<file path="src/rtl/fir_pkg.sv">
// ---------------------------------------------------------------------------
// fir_pkg
// Shared constants for the sequential FIR engine:
//   W / WA / FRAC : sample width (Q10.14), accumulator width (Q20.28),
//                   fractional bits of the sample format
//   NTAPS         : size of the coefficient table (upper bound on taps)
//   COEF          : signed Q10.14 coefficients, index 0 multiplies the newest
//                   sample
//   IDLE/MAC/DONE : sequencer state encoding
// ---------------------------------------------------------------------------
package fir_pkg;

    localparam int W     = 25;
    localparam int WA    = 49;
    localparam int FRAC  = 14;
    localparam int NTAPS = 8;

    typedef logic [1:0] state_t;

    localparam state_t IDLE = 2'd0;
    localparam state_t MAC  = 2'd1;
    localparam state_t DONE = 2'd2;

    // 1.0, 0.5, 0.25, 0.0, then a short decaying tail for 8-tap builds.
    localparam logic signed [W-1:0] COEF [NTAPS] = '{
        25'sh0004000,
        25'sh0002000,
        25'sh0001000,
        25'sh0000000,
        25'sh0000800,
        25'sh0000400,
        25'sh0000200,
        25'sh0000100
    };

endpackage

</file>
<file path="src/rtl/operac.sv">
// ---------------------------------------------------------------------------
// operac
// Combinational multiply-accumulate: out = in_acum + in * cte, modulo 2^WA.
//   in      : sample, Q10.14 signed
//   cte     : coefficient, Q10.14 signed
//   in_acum : running sum, Q20.28 signed
//   out     : updated sum, Q20.28 signed
// The full product is Q20.28 in 2*W bits; only the low WA bits take part so
// the sum wraps exactly like a WA-bit register would.
// ---------------------------------------------------------------------------
module operac
    import fir_pkg::*;
(
    input  logic signed [W-1:0]  in,
    input  logic signed [W-1:0]  cte,
    input  logic signed [WA-1:0] in_acum,
    output logic signed [WA-1:0] out
);

    logic signed [2*W-1:0] w_prod;

    assign w_prod = in * cte;
    assign out    = in_acum + $signed(w_prod[WA-1:0]);

endmodule

</file>
<file path="src/rtl/fir_mac_seq.sv">
// ---------------------------------------------------------------------------
// fir_mac_seq
// Sequential FIR engine: keeps the last NTAPS samples and walks one tap per
// clock through operac, then rounds (half up) and saturates the Q20.28 sum
// back to a Q10.14 sample.
//   clk       : system clock, rising edge
//   reset     : asynchronous, active-high, clears all state
//   in_valid  : one-cycle strobe, in_data holds a new sample
//   in_data   : new sample, Q10.14
//   busy      : high while a sample is being processed (accept only when low)
//   out_valid : one-cycle pulse, out_data/sat updated
//   out_data  : filtered sample, Q10.14, held until the next out_valid
//   sat       : out_data was clipped
//   overrun   : sticky, in_valid arrived while busy
// Latency: accept on edge T, taps on T+1..T+NTAPS, result registered on
// T+NTAPS+1, so a new sample may be accepted in the out_valid cycle.
// ---------------------------------------------------------------------------
module fir_mac_seq
    import fir_pkg::*;
#(
    parameter int NTAPS = fir_pkg::NTAPS,
    parameter int W     = fir_pkg::W,
    parameter int WA    = fir_pkg::WA,
    parameter int FRAC  = fir_pkg::FRAC
) (
    input  logic                clk,
    input  logic                reset,
    input  logic                in_valid,
    input  logic signed [W-1:0] in_data,
    output logic                busy,
    output logic                out_valid,
    output logic signed [W-1:0] out_data,
    output logic                sat,
    output logic                overrun
);

    localparam int KW = $clog2(NTAPS);
    localparam logic [KW-1:0] K_LAST = KW'(NTAPS - 1);
    localparam logic signed [WA-1:0] RND_HALF = {{(WA-1){1'b0}}, 1'b1} << (FRAC - 1);

    // Add half an output LSB; plain wrap, the range check follows.
    function automatic logic signed [WA-1:0] round_half_up(input logic signed [WA-1:0] acc);
        return acc + RND_HALF;
    endfunction

    // Returns {sat, sample}. The sample fits when every bit above the output
    // MSB is a copy of the sign bit; otherwise clip toward the sign.
    function automatic logic [W:0] saturate(input logic signed [WA-1:0] r);
        logic [WA-W-FRAC:0] top_bits;
        top_bits = r[WA-1:W+FRAC-1];
        if ((&top_bits) || !(|top_bits))
            return {1'b0, r[W+FRAC-1:FRAC]};
        else if (!r[WA-1])
            return {1'b1, 1'b0, {(W-1){1'b1}}};
        else
            return {1'b1, 1'b1, {(W-1){1'b0}}};
    endfunction

    state_t                r_state;
    logic [KW-1:0]         r_k;
    logic signed [WA-1:0]  r_acc;
    logic signed [W-1:0]   r_x [NTAPS];
    logic                  r_out_valid;
    logic signed [W-1:0]   r_out_data;
    logic                  r_sat;
    logic                  r_overrun;

    logic signed [W-1:0]   w_coef [NTAPS];
    logic signed [WA-1:0]  w_acc_next;
    logic [W:0]            w_rs;

    // Local copy of the first NTAPS package coefficients, sized so r_k
    // indexes it exactly.
    for (genvar i = 0; i < NTAPS; i++) begin : g_coef
        assign w_coef[i] = COEF[i];
    end

    // Tap stage: one multiply-accumulate per clock.
    operac u_operac (
        .in      (r_x[r_k]),
        .cte     (w_coef[r_k]),
        .in_acum (r_acc),
        .out     (w_acc_next)
    );

    // Output stage: round and range-check the finished sum.
    assign w_rs = saturate(round_half_up(r_acc));

    always_ff @(posedge clk or posedge reset) begin
        if (reset) begin
            r_state     <= IDLE;
            r_k         <= '0;
            r_acc       <= '0;
            r_out_valid <= 1'b0;
            r_out_data  <= '0;
            r_sat       <= 1'b0;
            r_overrun   <= 1'b0;
            for (int i = 0; i < NTAPS; i++) r_x[i] <= '0;
        end else begin
            r_out_valid <= 1'b0;

            case (r_state)
                IDLE: begin
                    if (in_valid) begin
                        r_x[0] <= in_data;
                        for (int i = 1; i < NTAPS; i++) r_x[i] <= r_x[i-1];
                        r_acc   <= '0;
                        r_k     <= '0;
                        r_state <= MAC;
                    end
                end
                MAC: begin
                    r_acc <= w_acc_next;
                    r_k   <= r_k + 1'b1;
                    if (r_k == K_LAST) r_state <= DONE;
                end
                DONE: begin
                    r_out_data  <= w_rs[W-1:0];
                    r_sat       <= w_rs[W];
                    r_out_valid <= 1'b1;
                    r_state     <= IDLE;
                end
                default: r_state <= IDLE;
            endcase

            // Samples offered while busy are dropped; remember it until reset.
            if (in_valid && (r_state != IDLE)) r_overrun <= 1'b1;
        end
    end

    assign busy      = (r_state != IDLE);
    assign out_valid = r_out_valid;
    assign out_data  = r_out_data;
    assign sat       = r_sat;
    assign overrun   = r_overrun;

endmodule

</file>
<file path="config.mk">
export PLATFORM = sky130hd
export DESIGN_NAME = fir_mac_seq
export DESIGN_NICKNAME = d
export VERILOG_FILES = /design/src/rtl/fir_pkg.sv /design/src/rtl/operac.sv /design/src/rtl/fir_mac_seq.sv
export SDC_FILE = /design/constraint.sdc
export NUM_CORES = 1
export LEC_CHECK = 0
export ABC_AREA = 1
export BUFFER_PORTS_ARGS = -buffer_cell sky130_fd_sc_hd__buf_4
export CORE_MARGIN = 1
export CORE_UTILIZATION = 50
export DETAILED_ROUTE_END_ITERATION = 10
export PLACE_DENSITY = 0.66
export SKIP_CTS_REPAIR_TIMING = 1
export SLEW_MARGIN = 40
export SYNTH_ARGS = -nofsm -noshare
export SYNTH_HDL_FRONTEND = slang
export SYNTH_SLANG_ARGS = --single-unit
</file>
<file path="constraint.sdc">
create_clock -name clk -period 12.6 [get_ports clk]
set_input_delay 2.52 -clock clk [delete_from_list [all_inputs] [get_ports clk]]
set_output_delay 2.52 -clock clk [all_outputs]
set_load 0.05 [all_outputs]
</file>
==> metrics.md <==
| Metric | Value |
|---|---|
| IO Count | `57` |
| Critical path's largest stage delay | `660 ps` |
| FF-to-FF setup slack | `4220 ps` |
| Worst reg2reg endpoint | `r_acc[44]$_DFFE_PP0P_` |
| Root Driver | `clkbuf_16` |
| Critical path endpoint category | `flip-flop` |
| # rows | `78` |
| Post-layout nets | `3,504` |
| Diode count | `0` |
| Final Hold Vio Count | `0` |
| Setup TNS Final | `0 ps` |
| DPL Wire Length | `47,100 um` |
| WHS Endpoint | `r_x[23]$_DFFE_PP0P_` |
| Fmax | `119 MHz` |
| Fillers | `4,356` |
| Post-route ant nets | `0` |
| Layout cells sized above 1 | `under 10%` |
| Synth area leader | `dfrtp_1` |
| Most common cell after layout, fill and taps aside | `nand2_1` |
| Number of buffers created by CTS | `34` |
| CTS Sinks | `around 270` |
| Final period util | `66.5%` |
| Ys async rst share | `100%` |
| Synthesized instance count | `3,066` |
| Pin count of the biggest net entering global routing | `~130` |
| DR iter-0 viols | `1,398` |
| Hold/Removal Path Class | `flip-flop to flip-flop` |
| First-pass GRT wire length | `102,000 um` |
| DR WL/cell | `16.6 um` |
| Die span in x | `218 um` |
| Hold Crit Depth | `2` |
| Final Max Tran Viols | `0` |
| Final setup fails | `0` |
| Reg area | `6860 um^2` |
| Main flop type after synthesis | `dfrtp_1` |
| Worst EP required | `13,040 ps` |
| WP data arrival | `~8800 ps` |
| Skew-Pair Late Insertion Delay | `between 500 and 600 ps` |
| Initial antenna violation count | `0` |
| Clk pin slew, worst setup/hold paths | `~60 ps` |
| Ys Warns | `0` |
| Slew Limit Headroom | `41.9%` |
| Syn nets | `roughly 3,500` |
| Die area | `between 40,000 and 50,000 um^2` |
| Final instance area | `25,400 um^2` |
| Via density | `5.26` |
| Startpoint types | `flip-flop` |
| Worst-Margin Slew | `~860 ps` |
| Most frequent cells in the layout | `749 x nand2_1, 530 x inv_1, 339 x o21ai_0, 276 x nor2_1, 273 x dfrtp_1` |
| Placed Area | `24,300 um^2` |
| Footprint of the multi-input gates | `14,100 um^2` |
| Yosys reg bits | `~270` |
| Clk buf depth | `3` |
| Core ar. | `45,800 um^2` |
| GR Overflow Total | `0` |
| Skew final | `between 20 and 30 ps` |
| CP Class | `flip-flop to flip-flop` |
| Sequential element share of the synthesized area | `29.3%` |
| Post-synth top area share | `29.3%` |
| Max-cap violations | `0` |
| Drt total wl | `61,300 um` |
| Vias in the first global route | `19,500` |
| H-tree Lvls | `2` |
| Crit path time final | `8380 ps` |
| # DRC | `0` |
| Max FO, Critical Path | `between 80 and 90` |
| Number of synthesized flops with an enable pin | `0` |
| Worst Hold Launch | `r_x[23]$_DFFE_PP0P_` |
| Worst flop-to-flop path startpoint | `r_k[0]$_DFFE_PP0P_` |
| Synth-to-layout area growth | `8.64%` |
| RSZ-0062 raised after global routing | `false` |
| GRT Total Usage | `a little over a quarter` |
| First-pass iteration count of the detailed router | `6` |
| Chip Height | `around 220 um` |
| Most used cell, CP | `inv_1` |
| Syn_area_per_cell | `~7.6 um^2` |
| GPL Wtd Cong | `~0.91` |
| Status | `finished, final reports clean` |
| Port-buffer cells | `56` |
| R2R depth | `29` |
| Distinct cells, synth | `43` |
| Synth area leaders | `dfrtp_1 29%, fa_1 14%, ha_1 13%` |
| DR vias | `19,400` |
| Initial core utilization | `51.1%` |
| CP max-delay cell | `dfrtp_4` |
| TritonCTS clock tree | `done` |
| Mapped cell area | `~23,000 um^2` |
worst max path at each step:
stage	start	endpoint	cells past startpoint
final	r_k[0]$_DFFE_PP0P_	r_acc[44]$_DFFE_PP0P_	29
after global routing	r_k[0]$_DFFE_PP0P_	r_acc[44]$_DFFE_PP0P_	29
after CTS	r_k[0]$_DFFE_PP0P_	r_acc[44]$_DFFE_PP0P_	29
after detailed placement	r_k[0]$_DFFE_PP0P_	r_acc[44]$_DFFE_PP0P_	29
after global placement	r_k[0]$_DFFE_PP0P_	r_acc[44]$_DFFE_PP0P_	29
after floorplan	reset	out_data[0]$_DFFE_PP0P_	1
synthesized netlist by cell type, types with 4 or more instances:
cell type / n
nand2_1: 749
inv_1: 532
o21ai_0: 339
nor2_1: 279
dfrtp_1: 274
ha_1: 241
fa_1: 168
a21oi_1: 121
nand3_1: 113
clkbuf_1: 89
xor2_1: 22
nor3_1: 20
buf_1: 12
nand4_1: 12
xnor2_1: 11
o22ai_1: 9
clkinv_1: 8
nor2_2: 6
or2_2: 6
a21boi_0: 4
buf_2: 4
o21a_1: 4
logic make-up (layout without fill, tap and decap cells):
logic type	count (synthesis)	after routing	synth area share [%]
fa+ha+maj	409	409	27.3
buf+inv	652	673	10.6
compound gates	499	499	11.1
simple gates	1199	1199	20.5
xor+xnor	33	33	1.24
flops	274	274	29.3
critical path: cells and delay by family (launching register included):
| kind | cells | cell delay (ps) |
|---|---|---|
| fa+ha+maj | 9 | 3730 |
| flops | 1 | 660 |
| simple gates | 7 | 980 |
| buf+inv | 9 | 2040 |
| compound gates | 4 | 860 |
cell type report:
type	instances	share of cell area, %
flip-flops and latches	274	27.0
multi-input cells	2140	55.4
clock inverters	8	0.276
inverters	543	8.09
repair buffers	74	2.35
well taps	600	2.96
clock buffers	48	3.92
flip-flops by register name (all words and copies together) (netlist names):
name       count
out_data      25
out_valid      1
overrun        1
r_acc         41
r_k            3
r_state        2
r_x          200
sat            1
stage by stage:
stage                     hold WS [ps]  util, %  std cells  worst slack (ps)
final                              478     55.5       3687              4220
after global routing               506     55.5       3687              3700
after CTS                          478     55.5       3687              4260
after detailed placement           463     53.2       3631              4260
after global placement             456     53.0       3629              4440
after floorplan                    442        -       3066              2530
layer usage:
layer  vias up  global-route usage, %  part of all wire [%]
met1      9309                   35.1                    44
met3       102                   2.94                   3.5
li1       9569                      -                     -
met4         0                   10.5                   3.8
met2       405                   45.9                    48
met5         -                      0                     0
Power is left out: the tool's default activity adds up to more than one toggle a clock period on the data nets, which glitch-free logic cannot reach.
